### src/rtl/max_seek_pkg.sv
// Shared types and default sizing for the streaming maximum-finder.
package max_seek_pkg;
  localparam int WIDTH_DEF = 4;
  localparam int IDX_W_DEF = 4;

  typedef enum logic [1:0] {
    IDLE  = 2'd0,
    ACCUM = 2'd1,
    HOLD  = 2'd2
  } state_e;
endpackage

### src/rtl/max_seek_ctrl_if.sv
// Input beat stream and result handshake of max_seek_ctrl.
interface max_seek_ctrl_if #(
  parameter int WIDTH = 4,
  parameter int IDX_W = 4
);
  logic             in_valid;
  logic             in_ready;
  logic [WIDTH-1:0] in_data;
  logic             in_last;
  logic             out_valid;
  logic             out_ready;
  logic [WIDTH-1:0] out_max;
  logic [IDX_W-1:0] out_idx;
  logic [IDX_W-1:0] out_count;
  logic             out_ovf;

  modport slave (
    input  in_valid, in_data, in_last, out_ready,
    output in_ready, out_valid, out_max, out_idx, out_count, out_ovf
  );

  modport master (
    output in_valid, in_data, in_last, out_ready,
    input  in_ready, out_valid, out_max, out_idx, out_count, out_ovf
  );
endinterface

### src/rtl/greater_than_nbit.sv
// Unsigned a > b built from 2-bit greater/equal slices, resolved from the
// most significant slice downward.
module gt2_slice (
  input  logic [1:0] a,
  input  logic [1:0] b,
  output logic       gt,
  output logic       eq
);
  logic hi_eq;
  assign hi_eq = ~(a[1] ^ b[1]);
  assign gt    = (a[1] & ~b[1]) | (hi_eq & a[0] & ~b[0]);
  assign eq    = hi_eq & ~(a[0] ^ b[0]);
endmodule

module greater_than_nbit #(
  parameter int WIDTH = 4
) (
  input  logic [WIDTH-1:0] a,
  input  logic [WIDTH-1:0] b,
  output logic             gt
);
  localparam int NS = WIDTH / 2;

  logic [NS-1:0] gt_s;
  logic [NS-1:0] eq_s;

  for (genvar k = 0; k < NS; k++) begin : g_slice
    gt2_slice u_slice (
      .a  (a[2*k+1:2*k]),
      .b  (b[2*k+1:2*k]),
      .gt (gt_s[k]),
      .eq (eq_s[k])
    );
  end

  // A lower slice only decides when every higher slice is equal.
  always_comb begin
    logic g_acc;
    logic e_acc;
    g_acc = 1'b0;
    e_acc = 1'b1;
    for (int k = NS - 1; k >= 0; k--) begin
      g_acc = g_acc | (e_acc & gt_s[k]);
      e_acc = e_acc & eq_s[k];
    end
    gt = g_acc;
  end
endmodule

### src/rtl/max_seek_ctrl.sv
// Frame-level running maximum with a single shared comparator; reports the
// maximum, its first index and the beat count once per frame.
module max_seek_ctrl
  import max_seek_pkg::*;
#(
  parameter int WIDTH = WIDTH_DEF,
  parameter int IDX_W = IDX_W_DEF
) (
  input  logic            clk,
  input  logic            rst_n,
  max_seek_ctrl_if.slave  bus
);
  localparam logic [IDX_W-1:0] CNT_MAX = '1;

  state_e           state_q, state_d;
  logic [WIDTH-1:0] max_q, max_d;
  logic [IDX_W-1:0] idx_q, idx_d;
  logic [IDX_W-1:0] cnt_q, cnt_d;
  logic             ovf_q, ovf_d;
  logic             accept;
  logic             data_gt;

  greater_than_nbit #(.WIDTH(WIDTH)) u_gt (
    .a  (bus.in_data),
    .b  (max_q),
    .gt (data_gt)
  );

  assign bus.in_ready  = (state_q != HOLD);
  assign bus.out_valid = (state_q == HOLD);
  assign bus.out_max   = max_q;
  assign bus.out_idx   = idx_q;
  assign bus.out_count = cnt_q;
  assign bus.out_ovf   = ovf_q;

  assign accept = bus.in_valid & bus.in_ready;

  always_comb begin
    state_d = state_q;
    max_d   = max_q;
    idx_d   = idx_q;
    cnt_d   = cnt_q;
    ovf_d   = ovf_q;
    unique case (state_q)
      IDLE: begin
        if (accept) begin
          max_d   = bus.in_data;
          idx_d   = '0;
          cnt_d   = '0;
          ovf_d   = 1'b0;
          state_d = bus.in_last ? HOLD : ACCUM;
        end
      end
      ACCUM: begin
        if (accept) begin
          // Once saturated the count freezes, so a late replacement lands on the last index.
          if (cnt_q == CNT_MAX) ovf_d = 1'b1;
          else                  cnt_d = cnt_q + 1'b1;
          if (data_gt) begin
            max_d = bus.in_data;
            idx_d = (cnt_q == CNT_MAX) ? CNT_MAX : cnt_q + 1'b1;
          end
          if (bus.in_last) state_d = HOLD;
        end
      end
      HOLD: begin
        if (bus.out_ready) state_d = IDLE;
      end
      default: state_d = IDLE;
    endcase
  end

  always_ff @(posedge clk or negedge rst_n) begin
    if (!rst_n) begin
      state_q <= IDLE;
      max_q   <= '0;
      idx_q   <= '0;
      cnt_q   <= '0;
      ovf_q   <= 1'b0;
    end else begin
      state_q <= state_d;
      max_q   <= max_d;
      idx_q   <= idx_d;
      cnt_q   <= cnt_d;
      ovf_q   <= ovf_d;
    end
  end
endmodule
### src/flat_wrapper.sv
// flat-port wrapper written by rule: the top's interface ports become plain ports
module max_seek_ctrl_flat import max_seek_pkg::*;
#(
  parameter int WIDTH = WIDTH_DEF,
  parameter int IDX_W = IDX_W_DEF
)
  (clk, rst_n, bus_in_valid, bus_in_data, bus_in_last, bus_out_ready, bus_in_ready, bus_out_valid, bus_out_max, bus_out_idx, bus_out_count, bus_out_ovf);
  max_seek_ctrl_if #(.WIDTH(WIDTH), .IDX_W(IDX_W)) bus_i ();
  input  logic clk;
  input  logic rst_n;
  input wire logic [$bits(bus_i.in_valid)-1:0] bus_in_valid;
  input wire logic [$bits(bus_i.in_data)-1:0] bus_in_data;
  input wire logic [$bits(bus_i.in_last)-1:0] bus_in_last;
  input wire logic [$bits(bus_i.out_ready)-1:0] bus_out_ready;
  output wire logic [$bits(bus_i.in_ready)-1:0] bus_in_ready;
  output wire logic [$bits(bus_i.out_valid)-1:0] bus_out_valid;
  output wire logic [$bits(bus_i.out_max)-1:0] bus_out_max;
  output wire logic [$bits(bus_i.out_idx)-1:0] bus_out_idx;
  output wire logic [$bits(bus_i.out_count)-1:0] bus_out_count;
  output wire logic [$bits(bus_i.out_ovf)-1:0] bus_out_ovf;
  assign bus_i.in_valid = bus_in_valid;
  assign bus_i.in_data = bus_in_data;
  assign bus_i.in_last = bus_in_last;
  assign bus_i.out_ready = bus_out_ready;
  assign bus_in_ready = bus_i.in_ready;
  assign bus_out_valid = bus_i.out_valid;
  assign bus_out_max = bus_i.out_max;
  assign bus_out_idx = bus_i.out_idx;
  assign bus_out_count = bus_i.out_count;
  assign bus_out_ovf = bus_i.out_ovf;
  max_seek_ctrl #(.WIDTH(WIDTH), .IDX_W(IDX_W)) u_core (.clk(clk), .rst_n(rst_n), .bus(bus_i));
endmodule
### config.mk
export PLATFORM = sky130hd
export DESIGN_NAME = max_seek_ctrl_flat
export DESIGN_NICKNAME = d
export VERILOG_FILES = /design/src/rtl/max_seek_pkg.sv /design/src/rtl/max_seek_ctrl_if.sv /design/src/rtl/greater_than_nbit.sv /design/src/rtl/max_seek_ctrl.sv /design/src/flat_wrapper.sv
export SDC_FILE = /design/constraint.sdc
export NUM_CORES = 1
export LEC_CHECK = 0
export CAP_MARGIN = 20
export CORE_UTILIZATION = 40
export DETAILED_ROUTE_END_ITERATION = 8
export PLACE_DENSITY_LB_ADDON = 0.05
export SLEW_MARGIN = 0
export SYNTH_ARGS = -nofsm -noshare
export SYNTH_HDL_FRONTEND = slang
export SYNTH_SLANG_ARGS = --single-unit
### constraint.sdc
create_clock -name clk -period 1.6 [get_ports clk]
set_input_delay 0.32 -clock clk [delete_from_list [all_inputs] [get_ports clk]]
set_output_delay 0.32 -clock clk [all_outputs]
set_load 0.01 [all_outputs]
# Word-level counts from Yosys, hierarchy flattened
# Index checks and enable logic that the tools add are counted.
# totals
wordCells,67
input_bits,9
register_bits,15
# classes
muxes,22
n_reduce_logical,6
bitwise_logic,22
n_addsub,1
n_eq_ne,11
# ops
cell,count
4-bit two-way mux,9
4-bit one-hot mux with 2 select lines,3
4-bit AND reduction,4
2-bit two-way mux,5
1-bit AND,9
2-bit by 1-bit != test with 1-bit output (second input constant),4
2-bit != test (second input constant),4
1-bit NOT,7
2-bit one-hot mux with 3 select lines,1
4-bit by 1-bit adder with 4-bit output (second input constant),1
4-bit equality test (second input constant),1
1-bit two-way mux,3
1-bit OR,3
1-bit bitwise XOR,3
2-bit by 1-bit equality test with 1-bit output (second input constant),1
2-bit equality test (second input constant),1
2-bit zero test,1
1-bit one-hot mux with 2 select lines,1
2-bit nonzero test,1

# Logic depth before layout (Yosys ltp)
# depth
ltp_word,10
depth_mapped,6
mapped_depth_nobuf,6

# Hierarchy
# A second synthesis with hierarchy kept.
# unflattened
cells_unflattened,76
area_unflattened_um2,844.6
# modules_own_cells
mod,area_per_inst_um2,n_inst,cells_each,seq_area_each_um2
max_seek_ctrl,749.5,1,63,375.4
gt2_slice,43.8,2,6,0.0
greater_than_nbit,7.5,1,1,0.0

# Worst setup path after synthesis
# OpenSTA, ideal clock, no wires.
# synth_path
kind,reg2reg
from,"reg u_core.max_q[1], in the netlist u_core.bus.out_max[1]"
to,"reg u_core.max_q[2], in the netlist u_core.bus.out_max[2]"
setup_ns,0.125
arrival_time_ns,1.724
path_slack_ns,-0.249
stages_incl_launch_ff,7
period_less_slack_ns,1.849
path_cell_list,dfrtp_1 > inv_1 > ha_1 > and3b_1 > a2111oi_4 > nor3_4 > mux2_4
# synth_between
elab_chain_len,9
word_cells_on_any_way,11
classes_between,1 x eq/ne; 9 x bitwise; 1 x reduce/logical
# synth_lines
item,line,text
"start, declared",max_seek_ctrl.sv:16,"logic [WIDTH-1:0] max_q, max_d;"
"start signal, assigned",max_seek_ctrl.sv:82,max_q <= max_d;
1-bit bitwise XOR,greater_than_nbit.sv:10,assign hi_eq = ~(a[1] ^ b[1]);
1-bit NOT,greater_than_nbit.sv:10,
1-bit AND (2 in series),greater_than_nbit.sv:11,assign gt = (a[1] & ~b[1]) | (hi_eq & a[0] & ~b[0]);
1-bit OR *,greater_than_nbit.sv:11,
1-bit AND *,greater_than_nbit.sv:43,g_acc = g_acc | (e_acc & gt_s[k]);
1-bit OR *,greater_than_nbit.sv:43,
2-bit by 1-bit != test with 1-bit output (no source line) *,--,
4-bit AND reduction (no source line) *,--,
# Mark *: on every way between the ends. The rest lies on a longest branch, timed or not.
# A chain may end at the register's enable or synchronous reset.

# Worst setup path after layout
# layout_path
from,"reg u_core.max_q[1], in the netlist u_core.bus.out_max[1]"
to,"reg u_core.max_q[0], in the netlist u_core.bus.out_max[0]"
# Same word-level chain as after synthesis.

==> metrics.txt <==
run status finished with violations; violated checks setup timing; clock tree from TritonCTS yes; first-pass GRT wire length about 2.4 mm; netlist area before placement between 700 and 800 um^2; combinational group share of total power 47.4%; endpoint of the worst register-to-register path u_core.bus.out_max[0]; later-pin clock latency in the skew report 0.29 ns; via count normalized by instance count about 4.7; Pwr per Cell Area ~1300 nW/um^2; final non-filler cell total between 100 and 150; hold violation total from the final report 0; top-level port count 24; Cell variety after synth 26; worst-case hold slack around 0.33 ns; worst hold path class in2async; achievable frequency 587 MHz; Worst setup EP type flop; endpoint arrival time on the critical path between 1.5 and 2 ns; dpl hpwl around 1.1 mm; Total Die Area roughly 2100 um^2; switching power total approximately 490 uW; Setup-failing EPs final 8; setup ws final -0.103 ns; total number of vias around 630; count of maximum capacitance violations 0; Clock Root Buffer clkbuf_4; Required @ worst endpoint ~1.8 ns; horizontal die dimension between 40 and 50 um; number of buffers added on ports 23; initial cell density of the core about 44%; detailed-router iteration count before antenna repair 4; transition time at the pin with the least slew margin 0.498 ns; number of nets in the layout about 120; logic depth of the worst register-to-register path 6; unrepaired setup endpoints after global routing yes; height of the die between 40 and 50 um; fraction of the cycle the final worst path needs 106%; remaining max-slew budget at the tightest pin 66.5%; Max Clock Skew around 0.004 ns; Power, Total 1510 uW; proportion of synthesized chip area in sequential cells just under 50%; overall fraction of global-route tracks in use between 10% and 20%; signed area change from the synthesized netlist to the final layout 52.3%; highest fanout seen on the critical path 5; ratio of cells with drive above 1 in the final layout between 20% and 30%; Core Area 1760 um^2; number of nets still failing antenna checks after routing 0; cell taking the most area after synthesis dfrtp_1; number of standard-cell rows in the floorplan 15; commonest cells after routing, fill and taps aside clkdlybuf4s50_1 (16), dfrtp_1 (15), buf_4 (13); Synthesized Nets 80; switching share of power between 30% and 40%; Sink Count 15; cts bufs inserted 3; detailed-route DRC error count 0; static leakage roughly 0.00056 uW; number of global-route vias before repair roughly 570; final global-route overflow total 0; number of DRC markers in iteration 0 4; CTS HTree Levels 1; total internal power approximately 1000 uW; register clock-pin slew on the reported worst setup and hold paths roughly 0.10 ns; Yosys top cell area share between 40% and 50%; cell count after placement between 100 and 150; top area cells in the synthesized netlist dfrtp_1 (48%), mux2_4 (7.7%), ha_1 (4.8%), a2bb2oi_1 (4.5%), a2111oi_4 (3.5%); cts hold-fix bufs 0; number of antenna violations at the first check in global routing 0; max-slew violation count 0; Yosys warning total 0; antenna diode instance count 0; beginning of the worst register-to-register path u_core.bus.out_max[1]; number of cells produced by synthesis just under 70; Max clock buf depth 2; sequential power share a little under two fifths; GP Congestion ~0.75; category of the worst setup path launch point flop; Register-to-Register Setup Slack -0.10 ns; share of total power in the clock network about 15%; mean area per synthesized cell between 10 and 15 um^2; leading cell type in the layout, fill and taps excluded clkdlybuf4s50_1; peak supply drop 736 uV; shortest clock period the worst path allows after layout roughly 1.7 ns; largest net degree at the start of global routing 16; wire length per cell after detailed routing between 10 and 15 um; Seq cells post-synth 15; final wirelength 1.58 mm; Crit Path Category reg2reg
## sequential cells by signal, summed over array words and instances (netlist names)
register and count:
u_core.bus.out_max 4, u_core.bus.out_idx 4, u_core.bus.out_ovf 1, u_core.state_q 2, u_core.bus.out_count 4
## worst max path at each step
stage,endpoint,startpoint
floorplan,u_core.bus.out_max[0],u_core.bus.out_max[1]
global placement,u_core.bus.out_max[1],bus_in_data[1]
detailed placement,u_core.bus.out_max[1],bus_in_data[1]
CTS,u_core.bus.out_max[1],u_core.bus.out_max[1]
global route,u_core.bus.out_max[1],u_core.bus.out_max[1]
finish,u_core.bus.out_max[0],u_core.bus.out_max[1]
## per-layer routing
layer | routed length, um | vias up | global-route usage [%]
li1 | - | 326 | -
met5 | 0 | - | 0
met4 | 17 | 0 | 5.29
met1 | 774 | 281 | 24.1
met3 | 78 | 3 | 3.53
met2 | 713 | 18 | 25.1
## logic make-up (layout without fill, tap and decap cells)
logic type	after synthesis	count (layout)	share of synthesized area, %
compound gates	15	15	16.6
xor+xnor	2	2	2.25
flops	15	15	48.3
simple gates	21	21	15.6
mux	5	5	9.02
buf+inv	7	47	3.38
fa+ha+maj	3	3	4.83
## synthesized netlist by cell type
library cell	number
o21ai_0	3
ha_1	3
nor3_1	1
dfrtp_1	15
a21oi_1	2
o22a_1	1
nand2_1	7
nor2_1	2
a211oi_1	1
nor2b_1	1
mux2_4	4
clkbuf_1	1
or2b_4	1
and3b_1	1
a41oi_1	1
nand2b_1	4
inv_1	6
nor3_4	1
nand3_1	3
xor2_1	1
xnor2_1	1
a2bb2oi_1	4
a41o_1	1
a2111oi_4	1
mux2i_1	1
o22ai_1	1
## cell type report
type / count / area, um^2
Clock buffer: 3 / 22.5
Timing Repair Buffer: 37 / 334
Sequential cell: 15 / 375
Clock inverter: 1 / 5.00
Tap cell: 25 / 31.3
Multi-Input combinational cell: 46 / 393
Inverter: 6 / 22.5
Fill cell: 161 / 581
## metrics by stage
stage	setup WS (ns)	setup TNS (ns)	utilization, %	cell area [um^2]
global route	-0.163	-1.16	67.1	1180
floorplan	-0.132	-0.526	-	777
global placement	-0.468	-4.13	63.3	1120
finish	-0.103	-0.677	67.1	1180
CTS	-0.104	-0.701	66.5	1170
detailed placement	-0.476	-4.29	63.3	1120
## worst max-delay path: stages, from the launching register on
cell and delay [ns]:
dfrtp_1 0.35, inv_1 0.05, ha_1 0.26, and3b_2 0.20
a2111oi_4 0.05, nor3_4 0.35, mux2_4 0.34
## power by group through the flow
stage               Sequential [uW]  Clock (uW)  Combinational [uW]
floorplan                       624           0                 287
global placement                573           0                 701
detailed placement              573           0                 705
CTS                             568         233                 717
global route                    578         245                 774
finish                          570         225                 716
## what timing repair did
action                     4_1_cts  5_1_grt
setup endpoints to repair       14       10
buffers inserted                 2        1
resized for setup               11        1
hold endpoints to repair         0        0
(Power assumes the default switching activity.)
